## config.mk

```make
export PLATFORM = sky130hd
export DESIGN_NAME = uart_rx_fifo
export DESIGN_NICKNAME = d
export VERILOG_FILES = /design/src/rtl/uart_rx_fifo.sv
export SDC_FILE = /design/constraint.sdc
export NUM_CORES = 1
export LEC_CHECK = 0
export ABC_AREA = 0
export CORE_ASPECT_RATIO = 0.8
export CORE_MARGIN = 2
export CORE_UTILIZATION = 54
export CTS_CLUSTER_DIAMETER = 40
export DETAILED_ROUTE_END_ITERATION = 7
export GPL_TIMING_DRIVEN = 0
export PLACE_DENSITY = 0.71
export RECOVER_POWER = 50
export SLEW_MARGIN = 20
export SYNTH_ARGS = -nofsm -noshare
export SYNTH_HDL_FRONTEND = slang
export SYNTH_SLANG_ARGS = --single-unit
```

## constraint.sdc

```tcl
create_clock -name clk -period 4.45 [get_ports clk]
set_clock_uncertainty 0.2 [all_clocks]
set_input_delay 0.89 -clock clk [delete_from_list [all_inputs] [get_ports clk]]
set_output_delay 0.89 -clock clk [all_outputs]
set_load 0.02 [all_outputs]
```

## src/rtl/uart_rx_fifo.sv

```systemverilog
// UART receiver with runtime baud divisor, majority-vote sampling, parity/stop checking,
// break detection and a show-ahead FIFO that keeps per-entry frame/parity error tags.
`timescale 1ns/1ps
module uart_rx_fifo #(
    parameter int DATA_BITS  = 8,
    parameter int PARITY     = 0,
    parameter int STOP_BITS  = 1,
    parameter int OVERSAMPLE = 16,
    parameter int FIFO_DEPTH = 16,
    parameter int DIV_WIDTH  = 16
) (
    input  logic                          clk,
    input  logic                          rst,
    input  logic                          rx,
    input  logic [DIV_WIDTH-1:0]          baud_div,
    input  logic                          rd_en,
    output logic [DATA_BITS-1:0]          rd_data,
    output logic                          rd_frame_err,
    output logic                          rd_parity_err,
    output logic                          rd_valid,
    output logic [$clog2(FIFO_DEPTH+1)-1:0] fifo_count,
    output logic                          overrun,
    output logic                          break_det,
    input  logic                          err_clr,
    output logic                          rx_busy
);
    localparam int M   = OVERSAMPLE / 2;
    localparam int SCW = $clog2(OVERSAMPLE);
    localparam int AW  = $clog2(FIFO_DEPTH);
    localparam int CW  = $clog2(FIFO_DEPTH + 1);
    localparam int BIW = $clog2(DATA_BITS);
    localparam int EW  = DATA_BITS + 2;

    typedef enum logic [2:0] {S_IDLE, S_START, S_DATA, S_PARITY, S_STOP} state_t;

    state_t                 state_reg, state_next;
    logic                   rx_meta, rx_s;
    logic [DIV_WIDTH-1:0]   div_reg, tick_cnt_reg;
    logic                   tick;
    logic [SCW-1:0]         sc_reg, sc_next;
    logic [BIW-1:0]         bit_idx_reg, bit_idx_next;
    logic                   stop_idx_reg, stop_idx_next;
    logic [1:0]             samp_reg, samp_next;
    logic                   vote_reg, vote_next, vote_now;
    logic [DATA_BITS-1:0]   data_reg, data_next;
    logic                   par_err_reg, par_err_next;
    logic                   frm_err_reg, frm_err_next;
    logic                   line_high_reg, line_high_next;
    logic                   decide, bit_end, commit, brk, push_req;
    logic [EW-1:0]          entry, head;

    always_ff @(posedge clk or posedge rst) begin
        if (rst) begin
            rx_meta <= 1'b1;
            rx_s    <= 1'b1;
        end else begin
            rx_meta <= rx;
            rx_s    <= rx_meta;
        end
    end

    // The divisor is latched only between frames so a mid-frame change cannot skew bit timing.
    assign tick = (tick_cnt_reg >= div_reg);

    always_ff @(posedge clk or posedge rst) begin
        if (rst) begin
            div_reg      <= '0;
            tick_cnt_reg <= '0;
        end else begin
            if (state_reg == S_IDLE)
                div_reg <= baud_div;
            tick_cnt_reg <= tick ? '0 : tick_cnt_reg + DIV_WIDTH'(1);
        end
    end

    assign decide   = tick && (sc_reg == SCW'(M + 1));
    assign bit_end  = tick && (sc_reg == SCW'(OVERSAMPLE - 1));
    assign vote_now = (samp_reg[0] & samp_reg[1]) | (samp_reg[0] & rx_s) | (samp_reg[1] & rx_s);

    always_ff @(posedge clk or posedge rst) begin
        if (rst) begin
            state_reg     <= S_IDLE;
            sc_reg        <= '0;
            bit_idx_reg   <= '0;
            stop_idx_reg  <= 1'b0;
            samp_reg      <= '0;
            vote_reg      <= 1'b0;
            data_reg      <= '0;
            par_err_reg   <= 1'b0;
            frm_err_reg   <= 1'b0;
            line_high_reg <= 1'b0;
        end else begin
            state_reg     <= state_next;
            sc_reg        <= sc_next;
            bit_idx_reg   <= bit_idx_next;
            stop_idx_reg  <= stop_idx_next;
            samp_reg      <= samp_next;
            vote_reg      <= vote_next;
            data_reg      <= data_next;
            par_err_reg   <= par_err_next;
            frm_err_reg   <= frm_err_next;
            line_high_reg <= line_high_next;
        end
    end

    always_comb begin
        state_next     = state_reg;
        sc_next        = sc_reg;
        bit_idx_next   = bit_idx_reg;
        stop_idx_next  = stop_idx_reg;
        samp_next      = samp_reg;
        vote_next      = vote_reg;
        data_next      = data_reg;
        par_err_next   = par_err_reg;
        frm_err_next   = frm_err_reg;
        line_high_next = line_high_reg;
        commit         = 1'b0;

        if (tick && state_reg != S_IDLE) begin
            sc_next = (sc_reg == SCW'(OVERSAMPLE - 1)) ? '0 : sc_reg + SCW'(1);
            if (sc_reg == SCW'(M - 1)) samp_next[0] = rx_s;
            if (sc_reg == SCW'(M))     samp_next[1] = rx_s;
            if (sc_reg == SCW'(M + 1)) vote_next    = vote_now;
        end

        case (state_reg)
            S_IDLE: begin
                if (tick && !rx_s) begin
                    state_next     = S_START;
                    sc_next        = SCW'(1);
                    bit_idx_next   = '0;
                    stop_idx_next  = 1'b0;
                    data_next      = '0;
                    par_err_next   = 1'b0;
                    frm_err_next   = 1'b0;
                    line_high_next = 1'b0;
                end
            end
            S_START: begin
                if (decide && vote_now)
                    state_next = S_IDLE;
                else if (bit_end)
                    state_next = S_DATA;
            end
            S_DATA: begin
                if (bit_end) begin
                    data_next[bit_idx_reg] = vote_reg;
                    if (bit_idx_reg == BIW'(DATA_BITS - 1))
                        state_next = (PARITY != 0) ? S_PARITY : S_STOP;
                    else
                        bit_idx_next = bit_idx_reg + BIW'(1);
                end
            end
            S_PARITY: begin
                if (decide) begin
                    par_err_next   = (^data_reg) ^ vote_now ^ (PARITY == 2);
                    line_high_next = line_high_reg | vote_now;
                end
                if (bit_end)
                    state_next = S_STOP;
            end
            S_STOP: begin
                if (decide) begin
                    if (vote_now)
                        line_high_next = 1'b1;
                    else
                        frm_err_next = 1'b1;
                    // Leave on the decision tick so the next start edge is not missed.
                    if (stop_idx_reg == 1'(STOP_BITS - 1)) begin
                        state_next = S_IDLE;
                        commit     = 1'b1;
                    end
                end else if (bit_end) begin
                    stop_idx_next = 1'b1;
                end
            end
            default: state_next = S_IDLE;
        endcase
    end

    assign brk      = (data_reg == '0) && !line_high_reg && !vote_now;
    assign push_req = commit && !brk;
    assign entry    = {par_err_reg, frm_err_reg | !vote_now, data_reg};

    logic [EW-1:0] mem [FIFO_DEPTH];
    logic [AW-1:0] wr_ptr_reg, rd_ptr_reg;
    logic [CW-1:0] count_reg;
    logic          full, empty, do_pop, do_push, ovr_set;

    assign full    = (count_reg == CW'(FIFO_DEPTH));
    assign empty   = (count_reg == '0);
    assign do_pop  = rd_en && !empty;
    assign do_push = push_req && (!full || do_pop);
    assign ovr_set = push_req && full && !do_pop;

    always_ff @(posedge clk) begin
        if (do_push)
            mem[wr_ptr_reg] <= entry;
    end

    always_ff @(posedge clk or posedge rst) begin
        if (rst) begin
            wr_ptr_reg <= '0;
            rd_ptr_reg <= '0;
            count_reg  <= '0;
            overrun    <= 1'b0;
            break_det  <= 1'b0;
        end else begin
            if (do_push) wr_ptr_reg <= wr_ptr_reg + AW'(1);
            if (do_pop)  rd_ptr_reg <= rd_ptr_reg + AW'(1);
            case ({do_push, do_pop})
                2'b10:   count_reg <= count_reg + CW'(1);
                2'b01:   count_reg <= count_reg - CW'(1);
                default: count_reg <= count_reg;
            endcase
            overrun   <= ovr_set ? 1'b1 : (err_clr ? 1'b0 : overrun);
            break_det <= (commit && brk) ? 1'b1 : (err_clr ? 1'b0 : break_det);
        end
    end

    assign head          = empty ? '0 : mem[rd_ptr_reg];
    assign rd_data       = head[DATA_BITS-1:0];
    assign rd_frame_err  = head[DATA_BITS];
    assign rd_parity_err = head[DATA_BITS+1];
    assign rd_valid      = !empty;
    assign fifo_count    = count_reg;
    assign rx_busy       = (state_reg != S_IDLE);
endmodule

```

Yosys cells after proc, flatten, opt, wreduce, memory -nomap -nowiden
Memory sizes are Yosys's and may differ from the RTL's.
Index checks and enable logic that the tools add are counted.
Widths: inputs -> output; s select.
{"block": "word_totals", "ramBits": 160, "wordCells": 155, "output_inout_bits": 19, "memories": 1, "regBits": 74, "inputBits": 21}
{"memory": "mem", "depth": 16, "word_bits": 10, "rd": 1, "rd_clocked_by_memory_dff": 0, "wr": 1, "line_no": "185", "rtl": "logic [EW-1:0] mem [FIFO_DEPTH];"}
{"block": "classes", "eq_ne": 25, "bitwise_logic": 8, "n_reduce_logical": 44, "addsub": 7, "magnitude_cmp": 3, "mux": 47}
{"operator": "$mux 3", "n": 11}
{"operator": "$ne 2x2->1 const B", "n": 11}
{"operator": "$mux 1", "n": 18}
{"operator": "$add 16x1->16 const B", "n": 1}
{"operator": "$ge 16x16->1", "n": 1}
{"operator": "$mux 16", "n": 1}
{"operator": "$mux 4", "n": 4}
{"operator": "$mux 8", "n": 2}
{"operator": "$pmux 8 s2", "n": 1}
{"operator": "$pmux 3 s5", "n": 1}
{"operator": "$logic_and 1x1->1", "n": 14}
{"operator": "$add 4x1->4 const B", "n": 3}
{"operator": "$eq 4x4->1 const B", "n": 3}
{"operator": "$reduce_and 4->1", "n": 3}
{"operator": "$reduce_bool 2->1", "n": 6}
{"operator": "$mux 10", "n": 1}
{"operator": "$pmux 5 s2", "n": 1}
{"operator": "$bwmux 8", "n": 1}
{"operator": "$logic_not 8->1", "n": 1}
{"operator": "$reduce_xor 8->1", "n": 1}
{"operator": "$logic_not 1->1", "n": 7}
{"operator": "$reduce_and 7->1", "n": 1}
{"operator": "$eq 3x2->1 const B", "n": 2}
{"operator": "$eq 3x3->1 const B", "n": 2}
{"operator": "26 further kinds", "n": 37}

Depth between registers and ports, before layout
Gate-level depths: netlist of the first run.
{"block": "logic_depth", "word_depth": 10, "mapped_depth": 15, "ltp_nobuf": 14}

Worst setup path after synthesis of the first run
OpenSTA, ideal clock, no wires.
{"block": "synth_path", "path_kind": "register -> register", "from": "reg tick_cnt_reg[13]", "to": "reg count_reg[4] (netlist: fifo_count[4])", "setup_slack_ns": 0.962, "path_stages_with_launch": 15, "n_path_buf": 1, "arrival_ns": 3.158, "period_less_slack_ns": 3.488, "setup_time_ns": 0.130, "path_cell_list": "dfrtp_1 ha_1 nand4_1 or2_1 or4_4 and4_1 buf_6 o21ai_4 inv_1 ha_1 nor2b_1 o21ai_0 nand2b_1 mux2_2 xnor2_1"}
{"block": "synth_between", "elab_chain_cells": 8, "elab_cells_between_ends": 10}
{"element": "from (decl)", "line_no": "38", "rtl": "logic [DIV_WIDTH-1:0] div_reg, tick_cnt_reg;"}
{"element": "from (signal assigned)", "line_no": "72", "rtl": "tick_cnt_reg <= tick ? '0 : tick_cnt_reg + DIV_WIDTH'(1);"}
{"element": "$ge 16x16->1 (*)", "line_no": "63", "rtl": "assign tick = (tick_cnt_reg >= div_reg);"}
{"element": "$logic_and 1x1->1 (*)", "line_no": "76", "rtl": "assign decide = tick && (sc_reg == SCW'(M + 1));"}
{"element": "$mux 1 (*)", "line_no": "163", "rtl": "if (decide) begin"}
{"element": "$mux 1 (*)", "line_no": "126", "rtl": "case (state_reg)"}
{"element": "$logic_and 1x1->1 (*)", "line_no": "182", "rtl": "assign push_req = commit && !brk;"}
{"element": "$logic_and 1x1->1 (*)", "line_no": "193", "rtl": "assign do_push = push_req && (!full || do_pop);"}
{"element": "$eq 2x1->1 or $eq 2x2->1 (tied branches)", "line_no": "211", "rtl": "case ({do_push, do_pop})"}
{"element": "$pmux 5 s2 or $reduce_bool 2->1 (tied branches)"}
{"element": "to (signal assigned)", "line_no": "212", "rtl": "2'b10: count_reg <= count_reg + CW'(1);"}
{"element": "to (signal assigned)", "line_no": "213", "rtl": "2'b01: count_reg <= count_reg - CW'(1);"}
{"element": "to (signal assigned)", "line_no": "214", "rtl": "default: count_reg <= count_reg;"}
{"element": "to (decl)", "line_no": "187", "rtl": "logic [CW-1:0] count_reg;"}
Every way passes the cells marked *; elsewhere a longest branch is shown, timed or not.
A chain may end at the register's enable or synchronous reset.

Worst setup path in the final report of the first run
{"block": "layout_path", "from": "reg rd_ptr_reg[0]", "to": "out rd_data[6]"}
{"block": "layout_between", "elab_chain_cells": 2}
{"element": "from (decl)", "line_no": "186", "rtl": "logic [AW-1:0] wr_ptr_reg, rd_ptr_reg;"}
{"element": "from (signal assigned)", "line_no": "210", "rtl": "if (do_pop) rd_ptr_reg <= rd_ptr_reg + AW'(1);"}
{"element": "$mem_v2 16x10"}
{"element": "$mux 10", "line_no": "221", "rtl": "assign head = empty ? '0 : mem[rd_ptr_reg];"}
{"element": "to (decl)", "line_no": "17", "rtl": "output logic [DATA_BITS-1:0] rd_data,"}
No other way between the ends.

==> results of run 1 <==
## cell families after synthesis
family | Yosys count | synth area share
buffers and inverters | 67 | 0.0260
muxes | 61 | 0.122
AOI/OAI and AO/OA | 70 | 0.0450
DFF | 234 | 0.650
and+or+nand+nor | 183 | 0.0896
adders and majority gates | 36 | 0.0445
xor gates and xnor gates | 26 | 0.0222
## worst paths after layout
check	startpoint	to	cells after the start
worst max-delay path	rd_ptr_reg[0]	rd_data[6]	5
worst min-delay path	rx_meta	rx_s	0
worst max register to register	tick_cnt_reg[13]	mem[7][5]	9
worst min register to register	rx_meta	rx_s	0
max in group asynchronous	rst	fifo_count[3]	3
min in group asynchronous	rst	tick_cnt_reg[12]	2
## per-stage QoR
stage	cell area, um2	instances	total power, W	util	hold slack [ns]
3_3_place_gp	11000	974	0.00339	0.582	0.149
4_1_cts	12000	1029	0.00566	0.637	0.159
5_1_grt	12000	1029	0.00584	0.636	0.173
3_5_place_dp	11000	979	0.00342	0.587	0.150
6_report	12000	1029	0.00562	0.636	0.162
2_1_floorplan	10200	677	0.00316	-	0.145
## layer usage
layer / global-route usage / share of wire
met2: 0.372 / 0.48
met5: 0 / 0
met4: 0.0498 / 0.017
met1: 0.333 / 0.45
met3: 0.0322 / 0.050
## power groups by stage
stage	clock network [W]	logic, W	registers [W]
after floorplan	0	0.000641	0.00252
after global placement	0	0.000881	0.00251
after detailed placement	0	0.000906	0.00251
after CTS	0.00227	0.000919	0.00248
after global routing	0.00236	0.000985	0.00249
final	0.00224	0.000900	0.00248
## area by class of cell
cell class	instances	area share
Multi-Input combinational cell	376	0.279
Inverter	40	0.0127
Sequential cell	234	0.557
Buffer	26	0.0108
Clock buffer	33	0.0620
Clock inverter	18	0.0157
Timing Repair Buffer	44	0.0356
Tap cell	258	0.0270
## cells in the final DEF, fill, tap and decap left out, types with 9 or more instances in the layout
cell | Yosys | layout
inv_1 | 40 | 39
mux4_2 | 50 | 50
o21ai_0 | 23 | 23
clkbuf_1 | 15 | 15
nand2_1 | 52 | 52
nor2_1 | 43 | 41
nor2b_1 | 14 | 14
o211ai_1 | 9 | 9
nand3_1 | 17 | 17
edfxtp_1 | 160 | 160
xor2_1 | 12 | 12
a21oi_1 | 12 | 12
dfrtp_1 | 72 | 72
ha_1 | 34 | 34
clkdlybuf4s50_1 | 0 | 37
xnor2_1 | 14 | 14
clkbuf_16 | 0 | 29
==> impl_metrics.env, run 1 <==
export IMPL_cts_sinks=234
export IMPL_report_final_slew_viol_count=0
export IMPL_n_fill_cell=1349
export IMPL_worstSetupEndpointType="output port"
export IMPL_num_nets_final=806
export IMPL_path_max_fanout=10
export IMPL_ys_seq_elements=234
export IMPL_powerDensity_nw_per_um2=470
export IMPL_grt_pass1_vias=6296
export IMPL_synth_top_cell_by_area="edfxtp_1"
export IMPL_initial_core_util=0.544
export IMPL_route_final_wire_length_mm=21.4
export IMPL_outcome="finished, final reports clean"
export IMPL_drive_gt1_frac=0.171
export IMPL_tightest_slew_ns=1.38
export IMPL_synth_top_area_frac=0.469
export IMPL_core_um2=18800
export IMPL_diodes=0
export IMPL_multiInputGateArea_um2=3340
export IMPL_grtUsageTotal=0.228
export IMPL_path_class="flop to output port"
export IMPL_ys_types=60
export IMPL_required_ns=3.36
export IMPL_cts_resized=12
export IMPL_std_cell_rows=45
export IMPL_root_buffer="clkbuf_16"
export IMPL_fin_ws_ns=0.169
export IMPL_cts_hold_buffers_added=0
export IMPL_path_cells="buf_4 > mux4_2 > mux4_2 > nor2b_1 > clkdlybuf4s50_1"
export IMPL_critPathMaxStageDelay_ns=0.60
export IMPL_synth_edf_count=160
export IMPL_drt_initial_drc_count=428
export IMPL_dp_slack_ns=0.211
export IMPL_switching_share=0.262
export IMPL_pin_count=40
export IMPL_post_cts_setup_buffers=0
export IMPL_clock_path_buffers=3
export IMPL_register_area_um2=6660
export IMPL_synthTopCellsByArea="edfxtp_1, dfrtp_1, mux4_2"
export IMPL_cp_num_buf_inv=2
export IMPL_setup_viol=0
export IMPL_num_vias=5983
export IMPL_gr_total_overflow=0
export IMPL_tns_ns=0
export IMPL_routabilityCongestion=0.834
export IMPL_netlist_instances=677
export IMPL_die_width_um=158
export IMPL_drc=0
export IMPL_cts_max_level=1
export IMPL_firstDrtPassIters=5
export IMPL_hpwl_mm=14.2
export IMPL_comb_power_share=0.160
export IMPL_worst_ep_arrival_time_ns=3.19
export IMPL_grt_max_degree=45
export IMPL_avgViaCountPerCell=5.81
export IMPL_ant_nets=0
export IMPL_synthTopCellsByCount="edfxtp_1, dfrtp_1, nand2_1"
export IMPL_tritoncts="done"
export IMPL_hold_path_class="flop to flop"
export IMPL_p_sw_w=0.00147
export IMPL_ys_seq_area_frac=0.650
export IMPL_path_delay_family="multiplexers"
export IMPL_avgSynthCellArea_um2=15.1
export IMPL_leakage_nw=4.76
export IMPL_seqPwrFrac=0.441
export IMPL_synth_area_um2=10200
export IMPL_die_h_um=127
export IMPL_r2r_slack_ns=0.51
export IMPL_finalHoldViolations=0
export IMPL_cts_inserted_buffers=28
export IMPL_synthesis_nets=733
export IMPL_critPathSlowestCell="mux4_2"
export IMPL_setup_worst_path_start_class="flop"
export IMPL_crit_top_cell="mux4_2"
export IMPL_yosysMostFrequentCell="edfxtp_1"
export IMPL_largest_register_ffs=160
export IMPL_clk_latency_ns=0.52
export IMPL_p_int_w=0.00414
export IMPL_synthFlopType="edfxtp_1"
export IMPL_syn2layout_area_growth_pct=16.8
export IMPL_finalCritPeriodShare=0.962
export IMPL_antenna_found_initial=0
export IMPL_detail_route_wl_per_cell_um=20.8
export IMPL_synthArstFlopShare=0.316
export IMPL_fmax_ghz=0.234
export IMPL_ys_warn_count=0
export IMPL_io_buffers=39
export IMPL_die_area_um2=20100
export IMPL_peakVddDrop_uv=357
export IMPL_clkTransAtPathRegs_ns=0.06
export IMPL_pwr_share_clk=0.398
export IMPL_relSlewSlack=0.0717
export IMPL_grt_pass1_wl_mm=35.0
export IMPL_min_period_ns=4.28
export IMPL_rsz0062_at_grt="false"
export IMPL_maxCapViolations=0
Power figures use the tool's default switching activity.
==> run 2: changes to the inputs <==
- CORE_UTILIZATION: 54 -> 55
- PLACE_DENSITY: 0.71 -> 0.72
- SKIP_CTS_REPAIR_TIMING: default -> 1
==> impl_metrics.env, run 2 (same netlist as run 1, synthesis figures left out) <==
export IMPL_topRoutingLayerUsed="met4"
export IMPL_wl_met3_mm=1.17
export IMPL_fmax_ghz=0.234
export IMPL_final_common_cell="edfxtp_1"
export IMPL_worstSetupEndpointType="output port"
export IMPL_cts_sinks=234
export IMPL_met2WireLength_mm=10.0
export IMPL_die_width_um=157
export IMPL_hold_path_class="flop to flop"
export IMPL_setup_viol=0
export IMPL_required_ns=3.36
export IMPL_diodes=0
export IMPL_cts_inserted_buffers=29
export IMPL_clk_latency_ns=0.53
export IMPL_report_final_slew_viol_count=0
export IMPL_clock_path_buffers=3
export IMPL_io_buffers=39
export IMPL_min_period_ns=4.27
export IMPL_peakVddDrop_uv=344
export IMPL_path_class="flop to output port"
export IMPL_maxCapViolations=0
export IMPL_initial_core_util=0.563
export IMPL_finalHoldViolations=0
export IMPL_post_route_util=0.658
export IMPL_num_vias=5953
export IMPL_mostFrequentLayoutCells="edfxtp_1, dfrtp_1, nand2_1, mux4_2, nor2_1"
export IMPL_drt_initial_drc_count=499
export IMPL_leakage_nw=4.78
export IMPL_std_cell_rows=44
export IMPL_firstDrtPassIters=7
export IMPL_root_buffer="clkbuf_16"
export IMPL_setup_worst_path_start_class="flop"
export IMPL_clkTransAtPathRegs_ns=0.06
export IMPL_outcome="finished, final reports clean"
export IMPL_rsz0062_at_grt="false"
export IMPL_die_area_um2=19700
export IMPL_grt_pass1_wl_mm=34.0
export IMPL_worst_ep_arrival_time_ns=3.18
export IMPL_m1WireLength_mm=9.08
export IMPL_multiInputGateArea_um2=3330
export IMPL_tns_ns=0
export IMPL_n_fill_cell=1269
export IMPL_powerDensity_nw_per_um2=478
export IMPL_finalCritPeriodShare=0.960
export IMPL_ant_nets=0
export IMPL_whs_ns=0.161
export IMPL_path_max_fanout=10
export IMPL_routabilityCongestion=0.863
export IMPL_grtUsageTotal=0.226
export IMPL_detail_route_wl_per_cell_um=20.8
export IMPL_drc=0
export IMPL_gr_total_overflow=0
export IMPL_grt_pass1_vias=6278
export IMPL_largest_register_ffs=160
export IMPL_cts_max_level=1
export IMPL_avgViaCountPerCell=5.94
export IMPL_tightest_slew_ns=1.39
export IMPL_register_area_um2=6660
export IMPL_relSlewSlack=0.0743
export IMPL_hpwl_mm=14.0
export IMPL_num_nets_final=807
export IMPL_syn2layout_area_growth_pct=16.8
export IMPL_grt_max_degree=56
export IMPL_antenna_found_initial=2
export IMPL_route_final_wire_length_mm=20.8
export IMPL_tritoncts="done"
export IMPL_pin_count=40
export IMPL_final_area_um2=12000
export IMPL_placed_area_um2=11000
export IMPL_core_um2=18200
export IMPL_drive_gt1_frac=0.171
export IMPL_die_h_um=126
run 2: cell types whose count changed in the layout (fill, tap and decap cells not counted), moves of 2 or more:
cell | previous run | this run
clkbuf_4 | 0 | 4
nor2_1 | 41 | 43
clkinv_1 | 2 | 4
nor2_2 | 3 | 1
buf_4 | 8 | 4
inv_6 | 1 | 4
bufinv_16 | 2 | 4
clkinv_4 | 3 | 1
run 2: per-layer routing:
layer | up-vias | GRT usage
met5 | - | 0
met4 | 0 | 0.0691
met3 | 36 | 0.0379
met2 | 189 | 0.359
met1 | 3030 | 0.327
li1 | 2698 | -
run 2: stage by stage:
stage	setup slack, ns	instances	power (W)
global route	0.0697	1003	0.00594
global placement	0.173	946	0.00339
CTS	-0.388	1004	0.00575
finish	0.178	1003	0.00571
floorplan	0.962	677	0.00316
detailed placement	0.213	951	0.00341
run 2: area by class of cell:
type	count	area share
plain buffers	26	0.0108
clock buffers	32	0.0616
clock inverters	21	0.0198
inverters	40	0.0127
multi-input cells	376	0.279
flip-flops and latches	234	0.557
well taps	230	0.0241
repair buffers	44	0.0356
run 2: worst paths after layout:
path / start / to / slack [ns] / cells past startpoint
worst max-delay path: rd_ptr_reg[1] / rd_parity_err / 0.18 / 6
worst min-delay path: rx_meta / rx_s / 0.16 / 0
worst max register to register: tick_cnt_reg[13] / mem[15][9] / 0.52 / 9
worst min register to register: rx_meta / rx_s / 0.16 / 0
max in group asynchronous: rst / rd_ptr_reg[0] / 1.38 / 3
min in group asynchronous: rst / div_reg[9] / 0.77 / 2
run 2: worst max-delay path, cell delays in order, from the launching register on:
cell,delay [ns]
dfrtp_1,0.34
clkbuf_1,0.34
clkbuf_2,0.39
mux4_2,0.37
mux4_2,0.51
nor2b_1,0.15
clkdlybuf4s50_1,0.55
run 2: where the power goes:
| group | switching [W] | total [W] | leakage [nW] | internal (W) |
|---|---|---|---|---|
| Clock | 0.000899 | 0.00234 | 0.474 | 0.00144 |
| Combinational | 0.000463 | 0.000889 | 1.60 | 0.000425 |
| Sequential | 0.0000911 | 0.00248 | 2.71 | 0.00239 |
==> run 3: changes to the inputs <==
- CORE_UTILIZATION: 55 -> 30
- PLACE_DENSITY: 0.72 -> 0.44
==> impl_metrics.env, run 3 (same netlist as run 1, synthesis figures left out) <==
export IMPL_outcome="finished, final reports clean"
export IMPL_register_area_um2=6660
export IMPL_root_buffer="clkbuf_16"
export IMPL_initial_core_util=0.304
export IMPL_dp_slack_ns=0.0418
export IMPL_pin_count=40
export IMPL_ant_nets=0
export IMPL_critPathSlowestCell="clkdlybuf4s50_1"
export IMPL_clock_path_buffers=3
export IMPL_grt_max_degree=55
export IMPL_routabilityCongestion=0.768
export IMPL_leakage_nw=4.86
export IMPL_gr_total_overflow=0
export IMPL_avgViaCountPerCell=4.90
export IMPL_worstSetupEndpointType="output port"
export IMPL_tritoncts="done"
export IMPL_rsz0062_at_grt="false"
export IMPL_powerDensity_nw_per_um2=490
export IMPL_num_vias=5951
export IMPL_final_common_cell="edfxtp_1"
export IMPL_grtUsageTotal=0.140
export IMPL_firstDrtPassIters=5
export IMPL_die_area_um2=35600
export IMPL_die_width_um=211
export IMPL_crit_top_cell="mux4_2"
export IMPL_fin_ws_ns=0.124
export IMPL_setup_viol=0
export IMPL_finalNonFillerCells=1214
export IMPL_num_nets_final=812
export IMPL_min_period_ns=4.33
export IMPL_clkTransAtPathRegs_ns=0.05
export IMPL_largest_register_ffs=160
export IMPL_hpwl_mm=16.0
export IMPL_critPathMaxStageDelay_ns=0.59
export IMPL_path_delay_family="buffers and inverters"
export IMPL_cts_sinks=234
export IMPL_tns_ns=0
export IMPL_n_fill_cell=3183
export IMPL_finalCritPeriodShare=0.972
export IMPL_drc=0
export IMPL_io_buffers=39
export IMPL_tightest_slew_ns=1.44
export IMPL_path_cells="clkbuf_1 > clkbuf_2 > mux4_2 > mux4_2 > nor2b_1 > clkdlybuf4s50_1"
export IMPL_required_ns=3.36
export IMPL_route_final_wire_length_mm=24.1
export IMPL_place_inst=1155
export IMPL_report_final_slew_viol_count=0
export IMPL_whs_ns=0.160
export IMPL_maxCapViolations=0
export IMPL_peakVddDrop_uv=256
export IMPL_path_class="flop to output port"
export IMPL_die_h_um=169
export IMPL_worst_ep_arrival_time_ns=3.24
export IMPL_hold_path_class="flop to flop"
export IMPL_setup_worst_path_start_class="flop"
export IMPL_path_max_fanout=10
export IMPL_post_route_util=0.369
export IMPL_mostFrequentLayoutCells="edfxtp_1, dfrtp_1, nand2_1, mux4_2"
export IMPL_grt_pass1_vias=6351
export IMPL_finalHoldViolations=0
export IMPL_std_cell_rows=60
export IMPL_drt_initial_drc_count=407
export IMPL_cts_inserted_buffers=34
export IMPL_relSlewSlack=0.0409
export IMPL_detail_route_wl_per_cell_um=19.8
export IMPL_fmax_ghz=0.231
export IMPL_multiInputGateArea_um2=3340
export IMPL_syn2layout_area_growth_pct=21.1
export IMPL_antenna_found_initial=0
export IMPL_cp_num_buf_inv=3
export IMPL_clk_latency_ns=0.50
export IMPL_cts_max_level=2
export IMPL_drive_gt1_frac=0.185
export IMPL_core_um2=33600
export IMPL_grt_pass1_wl_mm=37.2
## run 3: cell types whose count changed in the layout (fill, tap and decap cells not counted), sizes merged
cell / delta
diode: +1
clkinv: -1
clkinvlp: +1
bufinv: -2
clkdlybuf4s50: -1
clkbuf: +4
buf: +4
dlygate4sd3: +1
## run 3: worst reg2reg max path, stage by stage (launching register included)
cell and delay (ns):
dfrtp_1 0.42, ha_1 0.31, nand4_1 0.16, or2_1 0.29, or4_4 0.49, nand4_2 0.27, and2_1 0.19, buf_2 0.19
nand2_1 0.20, nor2_1 0.84
## run 3: per-layer routing
layer	wire, um	vias to the layer above	global-route usage
li1	-	2720	-
met1	11100	3059	0.188
met2	11200	128	0.223
met3	1030	44	0.0296
met4	714	0	0.0517
met5	0	-	0
## run 3: area by class of cell
type,count,share of cell area
diodes,1,0.000202
plain buffers,26,0.0107
clock buffers,40,0.0756
clock inverters,19,0.0154
inverters,40,0.0122
multi-input cells,376,0.270
flip-flops and latches,234,0.537
well taps,434,0.0438
repair buffers,44,0.0355
## run 3: stage by stage
step	total power, W	area (um2)
floorplan	0.00316	10200
global placement	0.00344	11200
detailed placement	0.00347	11300
CTS	0.00615	12400
global route	0.00634	12400
finish	0.00607	12400
## run 3: path summary, 6_finish.rpt
check                                 start                to  slack [ns]  depth (start not counted)
max                           rd_ptr_reg[1]     rd_parity_err        0.12                          6
min                                 rx_meta              rx_s        0.16                          0
min in group asynchronous               rst  tick_cnt_reg[11]        0.81                          2
max reg2reg                tick_cnt_reg[13]         mem[7][6]        0.50                          9
min reg2reg                         rx_meta              rx_s        0.16                          0
max in group asynchronous               rst        div_reg[0]        1.37                          3
## run 3: power breakdown
group | switching (W) | total [W] | internal [W]
logic | 0.000507 | 0.000938 | 0.000430
registers | 0.0000967 | 0.00249 | 0.00239
clock network | 0.00100 | 0.00265 | 0.00164
total | 0.00161 | 0.00607 | 0.00446
